==> src/rtl/multicycle_ctrl.sv <==
// rtl/multicycle_ctrl.sv - multicycle MIPS control FSM with memory timeout and illegal-op trap
// Define CTRL_PERF_EN to build the retired-instruction counter; otherwise retired is tied to 0.
module multicycle_ctrl #(
   parameter int MEM_TIMEOUT = 15,
   parameter int TMO_W       = 4,
   parameter int CNT_W       = 32
) (
   input  logic             clk,
   input  logic             reset,
   input  logic [31:0]      instruction,
   input  logic             mem_ack,
   output logic             mem_req,
   output logic             mem_we,
   output logic             mem_in,
   output logic             ir_we,
   output logic [1:0]       pc_we,
   output logic [1:0]       pc_src,
   output logic             reg_we,
   output logic [1:0]       dst,
   output logic [1:0]       reg_in,
   output logic             alu_src_a,
   output logic [1:0]       alu_src_b,
   output logic [1:0]       alu_op,
   output logic [3:0]       state,
   output logic [1:0]       fault,
   output logic [CNT_W-1:0] retired
);

   typedef enum logic [3:0] {
      S_IF     = 4'd0,
      S_ID     = 4'd1,
      S_EX_R   = 4'd2,
      S_EX_I   = 4'd3,
      S_EX_M   = 4'd4,
      S_MEM_RD = 4'd5,
      S_MEM_WR = 4'd6,
      S_EX_BR  = 4'd7,
      S_JMP    = 4'd8,
      S_WB_R   = 4'd9,
      S_WB_I   = 4'd10,
      S_WB_LW  = 4'd11,
      S_TRAP   = 4'd12
   } state_t;

   localparam logic [5:0] OP_RTYPE = 6'h00;
   localparam logic [5:0] OP_J     = 6'h02;
   localparam logic [5:0] OP_JAL   = 6'h03;
   localparam logic [5:0] OP_BEQ   = 6'h04;
   localparam logic [5:0] OP_BNE   = 6'h05;
   localparam logic [5:0] OP_ADDI  = 6'h08;
   localparam logic [5:0] OP_ADDIU = 6'h09;
   localparam logic [5:0] OP_XORI  = 6'h0E;
   localparam logic [5:0] OP_LW    = 6'h23;
   localparam logic [5:0] OP_SW    = 6'h2B;

   localparam logic [5:0] FN_JR   = 6'h08;
   localparam logic [5:0] FN_ADD  = 6'h20;
   localparam logic [5:0] FN_ADDU = 6'h21;
   localparam logic [5:0] FN_SUB  = 6'h22;
   localparam logic [5:0] FN_SLT  = 6'h2A;

   localparam logic [1:0] FAULT_ILLEGAL = 2'd1;
   localparam logic [1:0] FAULT_TMO     = 2'd2;

   // The wait counter stops one short of MEM_TIMEOUT: that cycle without an ack is the trap cycle.
   localparam logic [TMO_W-1:0] TMO_LIM = TMO_W'((MEM_TIMEOUT == 0) ? 0 : MEM_TIMEOUT - 1);

   state_t           state_q, state_d;
   logic [1:0]       fault_q, fault_d;
   logic [TMO_W-1:0] wait_q;
   logic [5:0]       opcode, funct;
   logic             in_mem, enter_mem, tmo_hit;
   logic             unused_instr;

   assign opcode       = instruction[31:26];
   assign funct        = instruction[5:0];
   assign unused_instr = ^instruction[25:6];

   assign in_mem    = (state_q == S_IF) || (state_q == S_MEM_RD) || (state_q == S_MEM_WR);
   assign enter_mem = (state_d != state_q) &&
                      ((state_d == S_IF) || (state_d == S_MEM_RD) || (state_d == S_MEM_WR));
   assign tmo_hit   = (MEM_TIMEOUT != 0) && in_mem && !mem_ack && (wait_q == TMO_LIM);

   always_ff @(posedge clk) begin
      if (reset) begin
         state_q <= S_IF;
         fault_q <= 2'd0;
         wait_q  <= '0;
      end else begin
         state_q <= state_d;
         fault_q <= fault_d;
         if (enter_mem)
            wait_q <= '0;
         else if (in_mem && !mem_ack && !tmo_hit)
            wait_q <= wait_q + 1'b1;
      end
   end

   always_comb begin
      state_d = state_q;
      fault_d = fault_q;
      case (state_q)
         S_IF: begin
            if (mem_ack) state_d = S_ID;
            else if (tmo_hit) begin
               state_d = S_TRAP;
               fault_d = FAULT_TMO;
            end
         end
         S_ID: begin
            case (opcode)
               OP_RTYPE: begin
                  if (funct == FN_ADD || funct == FN_ADDU || funct == FN_SUB || funct == FN_SLT)
                     state_d = S_EX_R;
                  else if (funct == FN_JR)
                     state_d = S_JMP;
                  else begin
                     state_d = S_TRAP;
                     fault_d = FAULT_ILLEGAL;
                  end
               end
               OP_ADDI, OP_ADDIU, OP_XORI: state_d = S_EX_I;
               OP_LW, OP_SW:               state_d = S_EX_M;
               OP_BEQ, OP_BNE:             state_d = S_EX_BR;
               OP_J, OP_JAL:               state_d = S_JMP;
               default: begin
                  state_d = S_TRAP;
                  fault_d = FAULT_ILLEGAL;
               end
            endcase
         end
         S_EX_R: state_d = S_WB_R;
         S_EX_I: state_d = S_WB_I;
         S_EX_M: state_d = (opcode == OP_LW) ? S_MEM_RD : S_MEM_WR;
         S_MEM_RD, S_MEM_WR: begin
            if (mem_ack) state_d = (state_q == S_MEM_RD) ? S_WB_LW : S_IF;
            else if (tmo_hit) begin
               state_d = S_TRAP;
               fault_d = FAULT_TMO;
            end
         end
         S_EX_BR, S_JMP, S_WB_R, S_WB_I, S_WB_LW: state_d = S_IF;
         S_TRAP:  state_d = S_TRAP;
         default: state_d = S_TRAP;
      endcase
   end

   always_comb begin
      mem_req   = 1'b0;
      mem_we    = 1'b0;
      mem_in    = 1'b0;
      ir_we     = 1'b0;
      pc_we     = 2'd0;
      pc_src    = 2'd0;
      reg_we    = 1'b0;
      dst       = 2'd0;
      reg_in    = 2'd0;
      alu_src_a = 1'b0;
      alu_src_b = 2'd0;
      alu_op    = 2'd0;
      case (state_q)
         S_IF: begin
            mem_req = 1'b1;
            ir_we   = mem_ack;
            pc_we   = mem_ack ? 2'd1 : 2'd0;
         end
         S_ID: alu_src_b = 2'd3;
         S_EX_R: begin
            alu_src_a = 1'b1;
            alu_src_b = 2'd1;
            if (funct == FN_SUB)      alu_op = 2'd1;
            else if (funct == FN_SLT) alu_op = 2'd3;
         end
         S_EX_I: begin
            alu_src_a = 1'b1;
            alu_src_b = 2'd2;
            alu_op    = (opcode == OP_XORI) ? 2'd2 : 2'd0;
         end
         S_EX_M: begin
            alu_src_a = 1'b1;
            alu_src_b = 2'd2;
         end
         S_MEM_RD: begin
            mem_req = 1'b1;
            mem_in  = 1'b1;
         end
         S_MEM_WR: begin
            mem_req = 1'b1;
            mem_we  = 1'b1;
            mem_in  = 1'b1;
         end
         S_EX_BR: begin
            alu_src_a = 1'b1;
            alu_src_b = 2'd1;
            alu_op    = 2'd1;
            pc_src    = 2'd1;
            pc_we     = (opcode == OP_BNE) ? 2'd3 : 2'd2;
         end
         S_JMP: begin
            pc_we  = 2'd1;
            pc_src = (opcode == OP_RTYPE) ? 2'd2 : 2'd3;
            if (opcode == OP_JAL) begin
               reg_we = 1'b1;
               dst    = 2'd2;
               reg_in = 2'd2;
            end
         end
         S_WB_R: begin
            reg_we = 1'b1;
            dst    = 2'd1;
         end
         S_WB_I:  reg_we = 1'b1;
         S_WB_LW: begin
            reg_we = 1'b1;
            reg_in = 2'd1;
         end
         default: ;
      endcase
      // Nothing may write or request memory while reset is held, whatever state we are in.
      if (reset) begin
         mem_req = 1'b0;
         mem_we  = 1'b0;
         ir_we   = 1'b0;
         pc_we   = 2'd0;
         reg_we  = 1'b0;
      end
   end

   assign state = state_q;
   assign fault = fault_q;

`ifdef CTRL_PERF_EN
   logic             retire;
   logic [CNT_W-1:0] retired_q;

   assign retire = (state_q == S_EX_BR) || (state_q == S_JMP) || (state_q == S_WB_R) ||
                   (state_q == S_WB_I) || (state_q == S_WB_LW) ||
                   ((state_q == S_MEM_WR) && mem_ack);

   always_ff @(posedge clk) begin
      if (reset)
         retired_q <= '0;
      else if (retire)
         retired_q <= retired_q + 1'b1;
   end

   assign retired = retired_q;
`else
   assign retired = '0;
`endif

endmodule
==> config.mk <==
export PLATFORM = sky130hd
export DESIGN_NAME = multicycle_ctrl
export DESIGN_NICKNAME = d
export VERILOG_FILES = /design/src/rtl/multicycle_ctrl.sv
export SDC_FILE = /design/constraint.sdc
export NUM_CORES = 1
export LEC_CHECK = 0
export BUFFER_PORTS_ARGS = -buffer_cell sky130_fd_sc_hd__buf_2
export CAP_MARGIN = 30
export CORE_MARGIN = 8
export CORE_UTILIZATION = 44
export CTS_CLUSTER_DIAMETER = 200
export DETAILED_ROUTE_END_ITERATION = 8
export GPL_TIMING_DRIVEN = 0
export PLACE_DENSITY_LB_ADDON = 0.25
export SYNTH_ARGS = -nofsm -noshare
export SYNTH_HDL_FRONTEND = slang
export SYNTH_SLANG_ARGS = --single-unit
==> constraint.sdc <==
create_clock -name clk -period 2.9 [get_ports clk]
set_clock_uncertainty 0.1 [all_clocks]
set_input_delay 0.145 -clock clk [delete_from_list [all_inputs] [get_ports clk]]
set_output_delay 0.145 -clock clk [all_outputs]
set_load 0.005 [all_outputs]
Word level (Yosys, flattened, before mapping)
Cells that the tools add are included.

cells by class
  reduce and logical (&&, ||, !) cells = 31
  eq/ne operators = 34
  add/sub/neg operators = 1
  muxes and demuxes = 40

operator list
  operator                                                                number
  6-bit equality test (second input constant)                             6
  4-bit one-hot mux with 7 select lines                                   1
  4-bit by 3-bit equality test with 1-bit output (second input constant)  6
  6-bit by 4-bit equality test with 1-bit output (second input constant)  4
  4-bit equality test (second input constant)                             5
  2-bit two-way mux                                                       10
  4-bit two-way mux                                                       5
  2-bit one-hot mux with 2 select lines                                   5
  4-bit one-hot mux with 5 select lines                                   1
  2-bit one-hot mux with 3 select lines                                   3
  2-bit OR reduction                                                      7
  1-bit two-way mux                                                       13
  6-bit by 2-bit equality test with 1-bit output (second input constant)  2
  6-bit by 3-bit equality test with 1-bit output (second input constant)  2
  3-bit OR reduction                                                      3
  9-bit OR reduction                                                      1
  4-bit by 2-bit equality test with 1-bit output (second input constant)  2
  4-bit logical NOT                                                       2
  1-bit logical OR                                                        7
  6-bit logical NOT                                                       1
  3-bit != test (second input constant)                                   2
  6-bit AND reduction                                                     1
  5-bit OR reduction                                                      1
  4-bit by 1-bit adder with 4-bit output (second input constant)          1
  10 further kinds                                                        15

word-level totals
  input bits = 35
  word-level logic and storage cells = 109
  output and inout port bits = 56
  flip-flop bits (word level) = 10

Depth between registers and ports, before layout
  word-level depth = 13
  gate-level depth with buffers = 9
  gate-level depth less buffers = 9

Worst setup path after synthesis
Ideal clock, no wire load.

  path type = register to register
  from = reg state_q[1], in the netlist state[1]
  to = reg wait_q[1]
  library setup time = 0.140 ns
  setup slack = 0.713 ns
  required time = 2.660 ns
  buffers on the path = 1
  arrival = 1.947 ns
  period minus slack after synthesis = 2.187 ns
  stages on the path, launching flop included = 9
  path through = dfxtp_1 > clkbuf_2 > nand2b_1 > a2bb2oi_2 > nor2_2 > nor3_2 > nand2_2 > a2111oi_2 > o211ai_1

on the way
  cells in the longest elaborated chain, start to end = 13
  elaborated cells between the ends (all ways) = 33
  those cells by class = 14 x eq/ne; 5 x mux; 14 x reduce/logical

ends and longest elaborated chain
  element                                                                              RTL line      source
  start: declaration                                                                   68            state_t state_q, state_d;
  start signal: assignment                                                             90            state_q <= state_d;
  4-bit by 3-bit equality test with 1-bit output or 4-bit logical NOT (tied branches)  79, 102, 136
  1-bit logical OR (2 in a row)                                                        79            assign in_mem = (state_q == S_IF) || (state_q == S_MEM_RD) || (state_q == S_MEM_WR);
  1-bit logical AND                                                                    82, 94
  1-bit logical AND                                                                    82            assign tmo_hit = (MEM_TIMEOUT != 0) && in_mem && !mem_ack && (wait_q == TMO_LIM);
  4-bit two-way mux                                                                    105, 137
  4-bit two-way mux (on tied branches)                                                 136, 104
  4-bit one-hot mux with 7 select lines                                                102           case (state_q)
  4-bit by 3-bit equality test with 1-bit output or 4-bit logical NOT (tied branches)  81            ((state_d == S_IF) || (state_d == S_MEM_RD) || (state_d == S_MEM_WR));
  1-bit logical OR (2 in a row)                                                        81
  1-bit logical AND                                                                    80            assign enter_mem = (state_d != state_q) &&
  2-bit OR reduction (no line)                                                         --
  end signal: assignment                                                               95            wait_q <= wait_q + 1'b1;
  end: declaration                                                                     70            logic [TMO_W-1:0] wait_q;

Several ways; a longest one is shown, not always the timed one.
A chain may end at the register's enable or synchronous reset.

Final worst setup path
  from = reg state_q[0], in the netlist state[0]
  to = out pc_we[0]

on the way
  cells in the longest elaborated chain, start to end = 3
  elaborated cells between the ends (all ways) = 5
  those cells by class = 2 x eq/ne; 2 x mux; 1 x reduce/logical

ends and longest elaborated chain
  element                                      RTL line  source
  4-bit equality test (tied with other cells)  161       case (state_q)
  2-bit one-hot mux with 3 select lines (*)    161
  2-bit two-way mux (*)                        220       if (reset) begin
  end: declaration                             16        output logic [1:0] pc_we,

Every way passes the cells marked *; elsewhere a longest branch is shown, timed or not.

==> impl_metrics.prom <==
# TYPE chip_impl_metric gauge
chip_impl_metric{name="tritoncts_num_sinks",unit=""} 10
chip_impl_metric{name="worstPathRequired",unit="ps"} 2650
chip_impl_metric{name="clk_pin_slew_worst_paths",unit="ps"} 70
chip_impl_metric{name="die_height",unit="um"} 74.1
chip_impl_metric{name="num-nets-final",unit=""} 327
chip_impl_metric{name="r2r_slack",unit="ps"} 300
chip_impl_metric{name="hold_violations",unit=""} 0
chip_impl_metric{name="sequential_fraction_of_the_synthesis_area",unit="%"} 13.5
chip_impl_metric{name="timing.setup.tns",unit="ps"} 0
chip_impl_metric{name="worst_slew_margin_rel",unit="%"} 65.5
chip_impl_metric{name="utilization_after_layout",unit="%"} 57.5
chip_impl_metric{name="synthArstFlopShare",unit="%"} 0
chip_impl_metric{name="synth_area_per_cell",unit="sq um"} 6.82
chip_impl_metric{name="report.final.setup_viol",unit=""} 0
chip_impl_metric{name="largest_net_degree_at_the_start_of_global_routing",unit=""} 11
chip_impl_metric{name="critical_path_arrival",unit="ps"} 2400
chip_impl_metric{name="finalWeightedCongestion",unit=""} 0.955
chip_impl_info{name="synth-main-ff-cell",value="dfxtp_1"} 1
chip_impl_metric{name="grt.overflow.total",unit=""} 0
chip_impl_info{name="worstSetupPathType",value="reg -> out"} 1
chip_impl_metric{name="worst-path-max-fanout",unit=""} 10
chip_impl_info{name="synth.top_cells.by_area",value="buf_4 (16%), dfxtp_1 (13%), nor2_1 (7.8%)"} 1
chip_impl_info{name="timing.hold.worst.class",value="in -> reg"} 1
chip_impl_metric{name="synth_cell_types",unit=""} 52
chip_impl_metric{name="synth-edff-count",unit=""} 0
chip_impl_metric{name="r2r_cells",unit=""} 8
chip_impl_metric{name="peakVddDrop",unit="V"} 0.000237
chip_impl_metric{name="worst_hold_path.num_cells",unit=""} 3
chip_impl_metric{name="clock_latency",unit="ps"} 270
chip_impl_metric{name="number_of_global_route_vias_before_repair",unit=""} 1469
chip_impl_info{name="worstSetupEndpointType",value="output port"} 1
chip_impl_info{name="rsz_0062_raised_after_global_routing",value="false"} 1
chip_impl_metric{name="post-route-period-util",unit="%"} 91.0
chip_impl_metric{name="cellLeakagePower",unit="nW"} 0.879
chip_impl_metric{name="final_critical_path_setup_slack",unit="ps"} 260
chip_impl_metric{name="max_cap_violations",unit=""} 0
chip_impl_info{name="clockRootBuffer",value="clkbuf_4"} 1
chip_impl_metric{name="syn-instance-count",unit=""} 218
chip_impl_metric{name="cts_max_level",unit=""} 1
chip_impl_metric{name="cts_made_buffers",unit=""} 3
chip_impl_metric{name="area_delta_synth_final",unit="%"} 27.1
chip_impl_metric{name="worstMarginPinSlew",unit="ps"} 516
chip_impl_metric{name="cts-root-to-sink-buffers",unit=""} 2
chip_impl_metric{name="viasPerCell",unit=""} 4.87
chip_impl_info{name="cts_tree",value="built"} 1
chip_impl_metric{name="final_hpwl_from_detailed_placement",unit="um"} 3520
chip_impl_metric{name="drt_iter0_drc",unit=""} 110
chip_impl_info{name="worstHoldStart",value="reset"} 1
chip_impl_info{name="regToRegEndpoint",value="wait_q[0]$_SDFFE_PP0P_"} 1
chip_impl_metric{name="count_of_instances_resized_after_the_clock_tree_is_built",unit=""} 0
chip_impl_metric{name="globalRouteMet2Util",unit="%"} 25.7
chip_impl_metric{name="fp.dieArea",unit="sq mm"} 0.00549
chip_impl_metric{name="finalWirelength",unit="um"} 4330
chip_impl_metric{name="final_period_minus_worst_setup_slack",unit="ps"} 2640
chip_impl_metric{name="post_cts.repair.setup_buffers",unit=""} 0
chip_impl_metric{name="mappedNetlistArea",unit="sq mm"} 0.00149
chip_impl_info{name="status",value="finished clean"} 1
chip_impl_metric{name="grt_use_total",unit="%"} 15.3
chip_impl_metric{name="use_met1",unit="%"} 19.3
chip_impl_metric{name="power_density",unit="mW/mm^2"} 707
chip_impl_info{name="gr-max-usage-layer",value="met2"} 1
chip_impl_metric{name="placement.setup.worst_slack",unit="ps"} 220
chip_impl_metric{name="drt.antenna.violating_nets",unit=""} 0
chip_impl_info{name="worst_hold_path.endpoint",value="wait_q[1]$_SDFFE_PP0P_"} 1
chip_impl_metric{name="synthesis.yosys.warnings",unit=""} 0
chip_impl_metric{name="avgRoutedWirePerCell",unit="um"} 12.9
chip_impl_metric{name="fillCellCount",unit=""} 347
chip_impl_metric{name="gr-usage-met3",unit="%"} 3.10
chip_impl_metric{name="num_rows",unit=""} 21
chip_impl_metric{name="antenna-diode-count",unit=""} 0
chip_impl_info{name="startpoint_type",value="flop"} 1
chip_impl_metric{name="post-route-drc-count",unit=""} 0
chip_impl_metric{name="layout-drive-gt1-share",unit="%"} 30.8
chip_impl_metric{name="floorplan.initialDensity",unit="%"} 45.3
chip_impl_metric{name="number_of_flip_flops_and_latches_in_the_synthesized_netlist",unit=""} 10
chip_impl_metric{name="seq_area",unit="sq um"} 200
chip_impl_metric{name="num_vias",unit=""} 1630
chip_impl_metric{name="grt_pass1_wl",unit="um"} 6870
chip_impl_metric{name="firstDrtPassIters",unit=""} 4
chip_impl_metric{name="die_x",unit="um"} 74.1
chip_impl_metric{name="core-area",unit="sq mm"} 0.00328
chip_impl_info{name="r2r_start",value="state[1]$_SDFF_PP0_"} 1
chip_impl_metric{name="number_of_buffers_inserted_for_hold_repair_after_clock_tree_synthesis",unit=""} 0
chip_impl_metric{name="timing.fmax",unit="GHz"} 0.379
chip_impl_metric{name="multi_input_area",unit="sq mm"} 0.00110
chip_impl_metric{name="synthDominantCellAreaShare",unit="%"} 16.2
chip_impl_metric{name="drv_slew",unit=""} 0
chip_impl_metric{name="placement.io_buffers",unit=""} 36
chip_impl_info{name="netlist.top_cell.by_area",value="buf_4"} 1
chip_impl_metric{name="ioPinCount",unit=""} 91
chip_impl_metric{name="antenna_violations_before_repair",unit=""} 0
==> worst max-delay path: stages (launching register included) <==
cell      delay, ps
dfxtp_1         320
clkbuf_1        320
clkbuf_1        400
nand2_1         120
or2_2           320
or3_1           350
a21oi_1         150
buf_2           130
==> placed cells by master, fill, tap and decap left out, drive strengths merged, types with 2 or more instances in the layout <==
cell type	instances
o311ai	3
nand4	3
buf	71
nand2b	8
xnor2	6
nand3	2
or4	6
a21oi	12
a211oi	2
nand2	15
ha	2
nor3	10
nand3b	3
nor2	32
or2	2
o21ai	15
nor4	2
dfxtp	10
o22ai	3
inv	6
a211o	2
nor2b	3
or3	5
a2111oi	2
mux2i	3
a2bb2oi	2
o211ai	2
clkbuf	13
nor3b	2
conb	32
==> state kept, by name, summed over array words and instances, names as in the netlist <==
signal	flops
fault	2
wait_q	4
state	4
==> power breakdown <==
| group | internal, mW | switching, mW | leakage (nW) | total, mW |
|---|---|---|---|---|
| logic | 0.384 | 0.601 | 0.776 | 0.985 |
| registers | 0.178 | 0.0414 | 0.0816 | 0.219 |
| clock network | 0.0763 | 0.0556 | 0.0210 | 0.132 |
==> routing by layer <==
metal	part of all wire [%]	routed length [um]
met1	43	1870
met3	8.5	369
met2	48	2070
met4	0.72	31
met5	0	0
==> worst max-delay path by stage <==
stage,endpoint,start
global route,wait_q[1]$_SDFFE_PP0P_,state[0]$_SDFF_PP0_
detailed placement,wait_q[0]$_SDFFE_PP0P_,state[1]$_SDFF_PP0_
CTS,wait_q[0]$_SDFFE_PP0P_,state[1]$_SDFF_PP0_
floorplan,wait_q[1]$_SDFFE_PP0P_,state[1]$_SDFF_PP0_
finish,pc_we[0],state[0]$_SDFF_PP0_
global placement,wait_q[0]$_SDFFE_PP0P_,state[1]$_SDFF_PP0_
==> layout make-up <==
class	instances	share of cell area, %
well taps	46	3.05
plain buffers	44	15.7
clock buffers	4	1.92
multi-input cells	189	58.0
inverters	6	1.19
repair buffers	36	9.54
flip-flops and latches	10	10.6
==> cells by family (layout without fill, tap and decap cells) <==
| family | after synthesis | count (layout) | share of synthesized area (%) |
|---|---|---|---|
| buffers and inverters | 50 | 90 | 21.5 |
| DFF | 10 | 10 | 13.5 |
| xor gates and xnor gates | 6 | 6 | 3.54 |
| AOI/OAI and AO/OA | 50 | 50 | 23.3 |
| adders and majority gates | 2 | 2 | 1.68 |
| other | 1 | 32 | 0.252 |
| muxes | 3 | 3 | 2.02 |
| and+or+nand+nor | 96 | 96 | 34.3 |
==> synthesized netlist by cell type (all sizes together) (2+ instances only) <==
cell and number:
o211ai 2, nor4 2, or2 2, a2bb2oi 2
o21ai 15, o311ai 3, xnor2 6, nor3b 2
a211o 2, ha 2, buf 35, dfxtp 10
nand3b 3, nor3 10, or4 6, nand4 3
clkbuf 9, inv 6, nor2 32, nor2b 3
a211oi 2, nand2 15, mux2i 3, or3 5
a2111oi 2, nand2b 8, nand3 2, a21oi 12
o22ai 3
==> per-stage QoR <==
stage | total power, mW | std cells | hold WS (ps) | area, sq um
finish | 1.34 | 335 | 113 | 1890
global route | 1.46 | 335 | 133 | 1890
CTS | 1.29 | 335 | 110 | 1880
detailed placement | 1.16 | 331 | 363 | 1840
global placement | 1.15 | 331 | 347 | 1840
floorplan | 0.887 | 249 | 248 | 1600
(Power assumes the default switching activity.)
